--- src/rtl/uart_tx_fifo.sv ---
// Buffered 8N1/8N2 UART transmitter.
// Bytes enter a circular FIFO and are serialised LSB first on RsTx.
module uart_tx_fifo #(
    parameter int CLK_FREQ   = 100_000_000,
    parameter int BAUD_RATE  = 3_000_000,
    parameter int FIFO_DEPTH = 16,
    parameter int STOP_BITS  = 1
) (
    input  logic                          clk,
    input  logic                          rst,
    input  logic [7:0]                    data_in,
    input  logic                          valid_in,
    output logic                          ready_in,
    output logic                          RsTx,
    output logic                          busy,
    output logic [$clog2(FIFO_DEPTH):0]   fifo_count
);

    localparam int CLKS_PER_BIT = CLK_FREQ / BAUD_RATE;
    localparam int AW = $clog2(FIFO_DEPTH);
    localparam int CW = $clog2(CLKS_PER_BIT);
    localparam logic [CW-1:0] CLK_LAST  = CW'(CLKS_PER_BIT - 1);
    localparam logic [1:0]    STOP_LAST = 2'(STOP_BITS - 1);
    localparam logic [AW:0]   FULL_CNT  = (AW+1)'(FIFO_DEPTH);

    if (CLKS_PER_BIT < 2) begin : g_bad_baud
        $error("uart_tx_fifo: CLKS_PER_BIT must be at least 2");
    end
    if (FIFO_DEPTH < 2 || (FIFO_DEPTH & (FIFO_DEPTH - 1)) != 0) begin : g_bad_depth
        $error("uart_tx_fifo: FIFO_DEPTH must be a power of two >= 2");
    end
    if (STOP_BITS < 1 || STOP_BITS > 2) begin : g_bad_stop
        $error("uart_tx_fifo: STOP_BITS must be 1 or 2");
    end

    typedef enum logic [1:0] {IDLE, START, DATA, STOP} state_t;

    logic [7:0]    r_mem [FIFO_DEPTH];
    logic [AW-1:0] r_wptr;
    logic [AW-1:0] r_rptr;
    logic [AW:0]   r_count;
    state_t        r_state;
    logic [CW-1:0] r_clk_cnt;
    logic [2:0]    r_bit;
    logic [1:0]    r_stop;
    logic [7:0]    r_shift;
    logic          r_tx;

    logic w_full;
    logic w_empty;
    logic w_push;
    logic w_bit_end;
    logic w_pop;

    assign w_full    = (r_count == FULL_CNT);
    assign w_empty   = (r_count == '0);
    assign ready_in  = !w_full && !rst;
    assign w_push    = valid_in && ready_in;
    assign w_bit_end = (r_clk_cnt == CLK_LAST);
    // Pops only from registered state, so a fresh byte waits one edge.
    assign w_pop = !w_empty &&
                   ((r_state == IDLE) ||
                    (r_state == STOP && w_bit_end && r_stop == STOP_LAST));

    assign RsTx       = r_tx;
    assign busy       = (r_state != IDLE) || !w_empty;
    assign fifo_count = r_count;

    always_ff @(posedge clk) begin
        if (w_push) begin
            r_mem[r_wptr] <= data_in;
        end
    end

    always_ff @(posedge clk) begin
        if (rst) begin
            r_wptr  <= '0;
            r_rptr  <= '0;
            r_count <= '0;
        end else begin
            if (w_push) r_wptr <= r_wptr + 1'b1;
            if (w_pop)  r_rptr <= r_rptr + 1'b1;
            case ({w_push, w_pop})
                2'b10:   r_count <= r_count + 1'b1;
                2'b01:   r_count <= r_count - 1'b1;
                default: r_count <= r_count;
            endcase
        end
    end

    always_ff @(posedge clk) begin
        if (rst) begin
            r_state   <= IDLE;
            r_clk_cnt <= '0;
            r_bit     <= '0;
            r_stop    <= '0;
            r_shift   <= '0;
            r_tx      <= 1'b1;
        end else begin
            unique case (r_state)
                IDLE: begin
                    r_tx <= 1'b1;
                    if (w_pop) begin
                        r_shift   <= r_mem[r_rptr];
                        r_clk_cnt <= '0;
                        r_bit     <= '0;
                        r_stop    <= '0;
                        r_state   <= START;
                        r_tx      <= 1'b0;
                    end
                end
                START: begin
                    if (w_bit_end) begin
                        r_clk_cnt <= '0;
                        r_state   <= DATA;
                        r_tx      <= r_shift[0];
                    end else begin
                        r_clk_cnt <= r_clk_cnt + 1'b1;
                    end
                end
                DATA: begin
                    if (w_bit_end) begin
                        r_clk_cnt <= '0;
                        if (r_bit == 3'd7) begin
                            r_stop  <= '0;
                            r_state <= STOP;
                            r_tx    <= 1'b1;
                        end else begin
                            r_bit   <= r_bit + 1'b1;
                            r_shift <= {1'b0, r_shift[7:1]};
                            r_tx    <= r_shift[1];
                        end
                    end else begin
                        r_clk_cnt <= r_clk_cnt + 1'b1;
                    end
                end
                STOP: begin
                    if (w_bit_end) begin
                        r_clk_cnt <= '0;
                        if (r_stop == STOP_LAST) begin
                            // Chain straight into the next start bit when queued.
                            if (w_pop) begin
                                r_shift <= r_mem[r_rptr];
                                r_bit   <= '0;
                                r_stop  <= '0;
                                r_state <= START;
                                r_tx    <= 1'b0;
                            end else begin
                                r_state <= IDLE;
                                r_tx    <= 1'b1;
                            end
                        end else begin
                            r_stop <= r_stop + 1'b1;
                        end
                    end else begin
                        r_clk_cnt <= r_clk_cnt + 1'b1;
                    end
                end
            endcase
        end
    end

endmodule

--- config.mk ---
export PLATFORM = sky130hd
export DESIGN_NAME = uart_tx_fifo
export DESIGN_NICKNAME = d
export VERILOG_FILES = /design/src/rtl/uart_tx_fifo.sv
export SDC_FILE = /design/constraint.sdc
export NUM_CORES = 1
export LEC_CHECK = 0
export ABC_AREA = 1
export CORE_MARGIN = 1.5
export CORE_UTILIZATION = 38
export DETAILED_ROUTE_END_ITERATION = 10
export PLACE_DENSITY = 0.56
export SLEW_MARGIN = 20
export SYNTH_ARGS = -nofsm -noshare
export SYNTH_HDL_FRONTEND = slang
export SYNTH_SLANG_ARGS = --single-unit
--- constraint.sdc ---
create_clock -name clk -period 4.7 [get_ports clk]
set_input_delay 0.94 -clock clk [delete_from_list [all_inputs] [get_ports clk]]
set_output_delay 0.94 -clock clk [all_outputs]
set_load 0.03 [all_outputs]
==> qor.csv <==
stage;metric;value;unit
outcome;status;completed;
critical_path;cp.arrival;2.76;ns
logic_synthesis;netlist-cell-type-count;28;
global_route;grt_pass1_vias;5021;
clock_tree;post-cts-setup-buffers;0;
layout;antenna_cells;0;
global_route;antenna_found_initial;0;
logic_synthesis;synth_flop_cell;edfxtp_1;
sta;finalHoldViolations;0;
clock_tree;cts_tree;built;
critical_path;crit_chain;clkdlybuf4s50_1 -> buf_4 -> inv_1 -> buf_4 -> nand2_1 -> inv_1 -> clkdlybuf4s50_1;
hold_path;min_from;r_stop[0];
logic_synthesis;ys_ff_latch;167;
floorplanning;dieArea;0.02105;sq mm
logic_synthesis;yosys-top-cells-area;edfxtp_1 (50%), nand2_1 (14%), dfxtp_1 (10%), nand3_1 (6.1%), inv_1 (6.0%);
routing;firstDrtPassIters;5;
sta;fmax;270.0;MHz
sta;fin_crit;3.703;ns
critical_path;cpMaxStageDelayCell;clkdlybuf4s50_1;
global_route;grtUsageMet3;3.050;%
critical_path;cp-start-kind;input port;
logic_synthesis;yosys.area.top_type;edfxtp_1;
global_route;grtUsageTotal;16.73;%
global_route;grtUsageMet1;22.47;%
critical_path;cpPeakStageDelay;0.68;ns
placed_design;io_buffers;18;
sta;slew_violations;0;
layout;drive_above_1_share;6.329;%
clock_tree;numClockSinks;167;
floorplanning;num_rows;51;
clock_tree;cts.repair.resized;0;
clock_tree;postCtsHoldBufs;0;
routing;drtIter0Drc;406;
clock_tree;clk_latency;0.44;ns
floorplanning;io_pins;19;
logic_synthesis;ys_seq_area_share;60.28;%
global_route;grt_max_degree;65;
pwr;power_density;543.9;mW/mm^2
global_route;grt-ovfl-total;0;
clock_tree;cts_buffer_depth;2;
routing;via_per_inst;4.670;
routing;antenna_left;0;
sta;fin_tns_setup;0;ns
floorplanning;start_util;39.03;%
global_route;met2_usage;26.46;%
global_route;grt_busiest_layer;met2;
pwr;power.leakage;3.679;nW
layout;fin_nets;887;
clock_tree;path_clk_slew;0.06;ns
pwr;vdd_drop_max;0.2556;mV
clock_tree;cts_root_buf;clkbuf_16;
logic_synthesis;synth_edf_count;128;
critical_path;path_class;input port to output pin;
sta;rsz0062_at_grt;false;
critical_path;cp_num_buf_inv;6;
sta;fin_skew;0.01046;ns
sta;hold_slack;0.4651;ns
routing;wl_per_cell;14.87;microns
logic_synthesis;avgSynthCellArea;9.078;sq um
placed_design;globalplace.congestion;0.7973;
run;cap_violations;0;
logic_synthesis;syn_area;0.007671;sq mm
critical_path;reg2reg_from;r_state[0];
clock_tree;numCtsBuffers;17;
routing;route.detailed.drc;0;
critical_path;timing.critical_path.from;rst;
floorplanning;core_area;0.01965;sq mm
critical_path;worstPathRequired;3.76;ns
placed_design;post-dp-hpwl;10670;microns
pwr;power;4.683;mW
logic_synthesis;syn_inst;845;
logic_synthesis;synth_fp_nets;876;
hold_path;min_path_type;register to register;
sta;min_period_over_period;78.79;%
critical_path;crit_fanout;22;
layout;syn_to_final_growth;12.23;%
floorplanning;die-width;145.1;microns
routing;via_count;5296;
logic_synthesis;synthArstFlopShare;0;%
floorplanning;die_y;145.1;microns
logic_synthesis;yosys_warnings;0;
routing;routed_wl;16860;microns
sta;setup_viol;0;
sta;worst_pin_slew;0.8087;ns
logic_synthesis;synthDominantCellAreaShare;50.11;%
critical_path;path_delay_family;buffers and inverters;
sta;slew_headroom;45.89;%
global_route;grt_pass1_wl;26830;microns
clock_tree;cts_htree_levels;4;
critical_path;endpoint_kind;output pin;
-- worst min-delay path: cells and delay by family, from the launching register on --
family / cells / cell delay (ns)
flip-flops: 1 / 0.31
AND/OR/NAND/NOR: 1 / 0.06
AO/OA/AOI/OAI: 1 / 0.05
-- cells by family after synthesis --
logic type	Yosys count	synth area share, %
AND/OR/NAND/NOR	448	24.22
flip-flops	167	60.28
buffers and inverters	155	8.188
AO/OA/AOI/OAI	49	3.360
adder cells (fa/ha/maj)	20	3.262
XOR/XNOR	6	0.6852
-- layout by cell type (no fill, tap or decap), drive strengths merged, types with 4 or more instances in the layout --
cell	netlist	final
edfxtp	128	128
clkinv	0	5
nor2	57	57
a21oi	31	31
buf	23	5
clkdlybuf4s50	0	18
o21ai	16	16
ha	20	20
nand2	292	292
clkbuf	8	17
clkinvlp	0	4
inv	124	129
nand3	95	95
dfxtp	39	39
-- routing by layer --
| metal | vias up | wire (microns) | part of all wire [%] |
|---|---|---|---|
| li1 | 2714 | - | - |
| met1 | 2431 | 7817 | 46 |
| met2 | 126 | 7897 | 47 |
| met3 | 25 | 805 | 4.8 |
| met4 | 0 | 343 | 2.0 |
| met5 | - | 0 | 0 |
-- flip-flops by register name (all words and copies together) (netlist names), named ones only --
| register | flops |
|---|---|
| r_mem | 128 |
| r_shift | 8 |
| r_clk_cnt | 6 |
| fifo_count | 5 |
| r_rptr | 4 |
| r_wptr | 4 |
| r_bit | 3 |
| r_state | 2 |
| r_stop | 2 |
| RsTx | 1 |
-- path summary, 6_finish.rpt --
path | endpoint | slack [ns] | cells after the start
worst max-delay path | ready_in | 1.0 | 7
worst min-delay path | r_stop[0] | 0.47 | 2
worst max register to register | fifo_count[4] | 1.95 | 18
worst min register to register | r_stop[0] | 0.47 | 2
-- power breakdown --
group	leakage (nW)	switching (mW)	internal, mW	total, mW
logic	1.95	1.11	0.498	1.61
registers	1.47	0.0743	1.68	1.76
clock network	0.259	0.590	0.728	1.32
total	3.68	1.77	2.91	4.68
-- synthesized netlist by cell type, types with 5 or more instances --
| cell type | number |
|---|---|
| buf_4 | 5 |
| clkbuf_1 | 8 |
| dfxtp_1 | 39 |
| o21ai_0 | 14 |
| a21oi_1 | 29 |
| buf_2 | 16 |
| nand2_1 | 284 |
| edfxtp_1 | 128 |
| nor2_2 | 5 |
| nor2_1 | 51 |
| ha_1 | 20 |
| inv_1 | 122 |
| nand3_1 | 94 |
| nand2_2 | 7 |
-- stage by stage --
step                      util [%]  setup slack, ns  instance area, sq um  std cells
after global placement       41.00            1.013                  8059       1102
after floorplan                  -            1.967                  7671        845
after detailed placement     41.00           0.9912                  8059       1102
after CTS                    43.81           0.9920                  8610       1134
after global routing         43.81           0.9205                  8610       1134
final                        43.81           0.9968                  8610       1134
-- layout make-up --
type	count	area [sq um]
clock buffer	17	425.4
clock inverter	15	125.1
fill	1933	11040
inverter	124	465.4
multi-input combinational	523	2419
sequential	167	4626
tap	265	331.6
timing repair buffer	23	217.7
(Power assumes the default switching activity.)
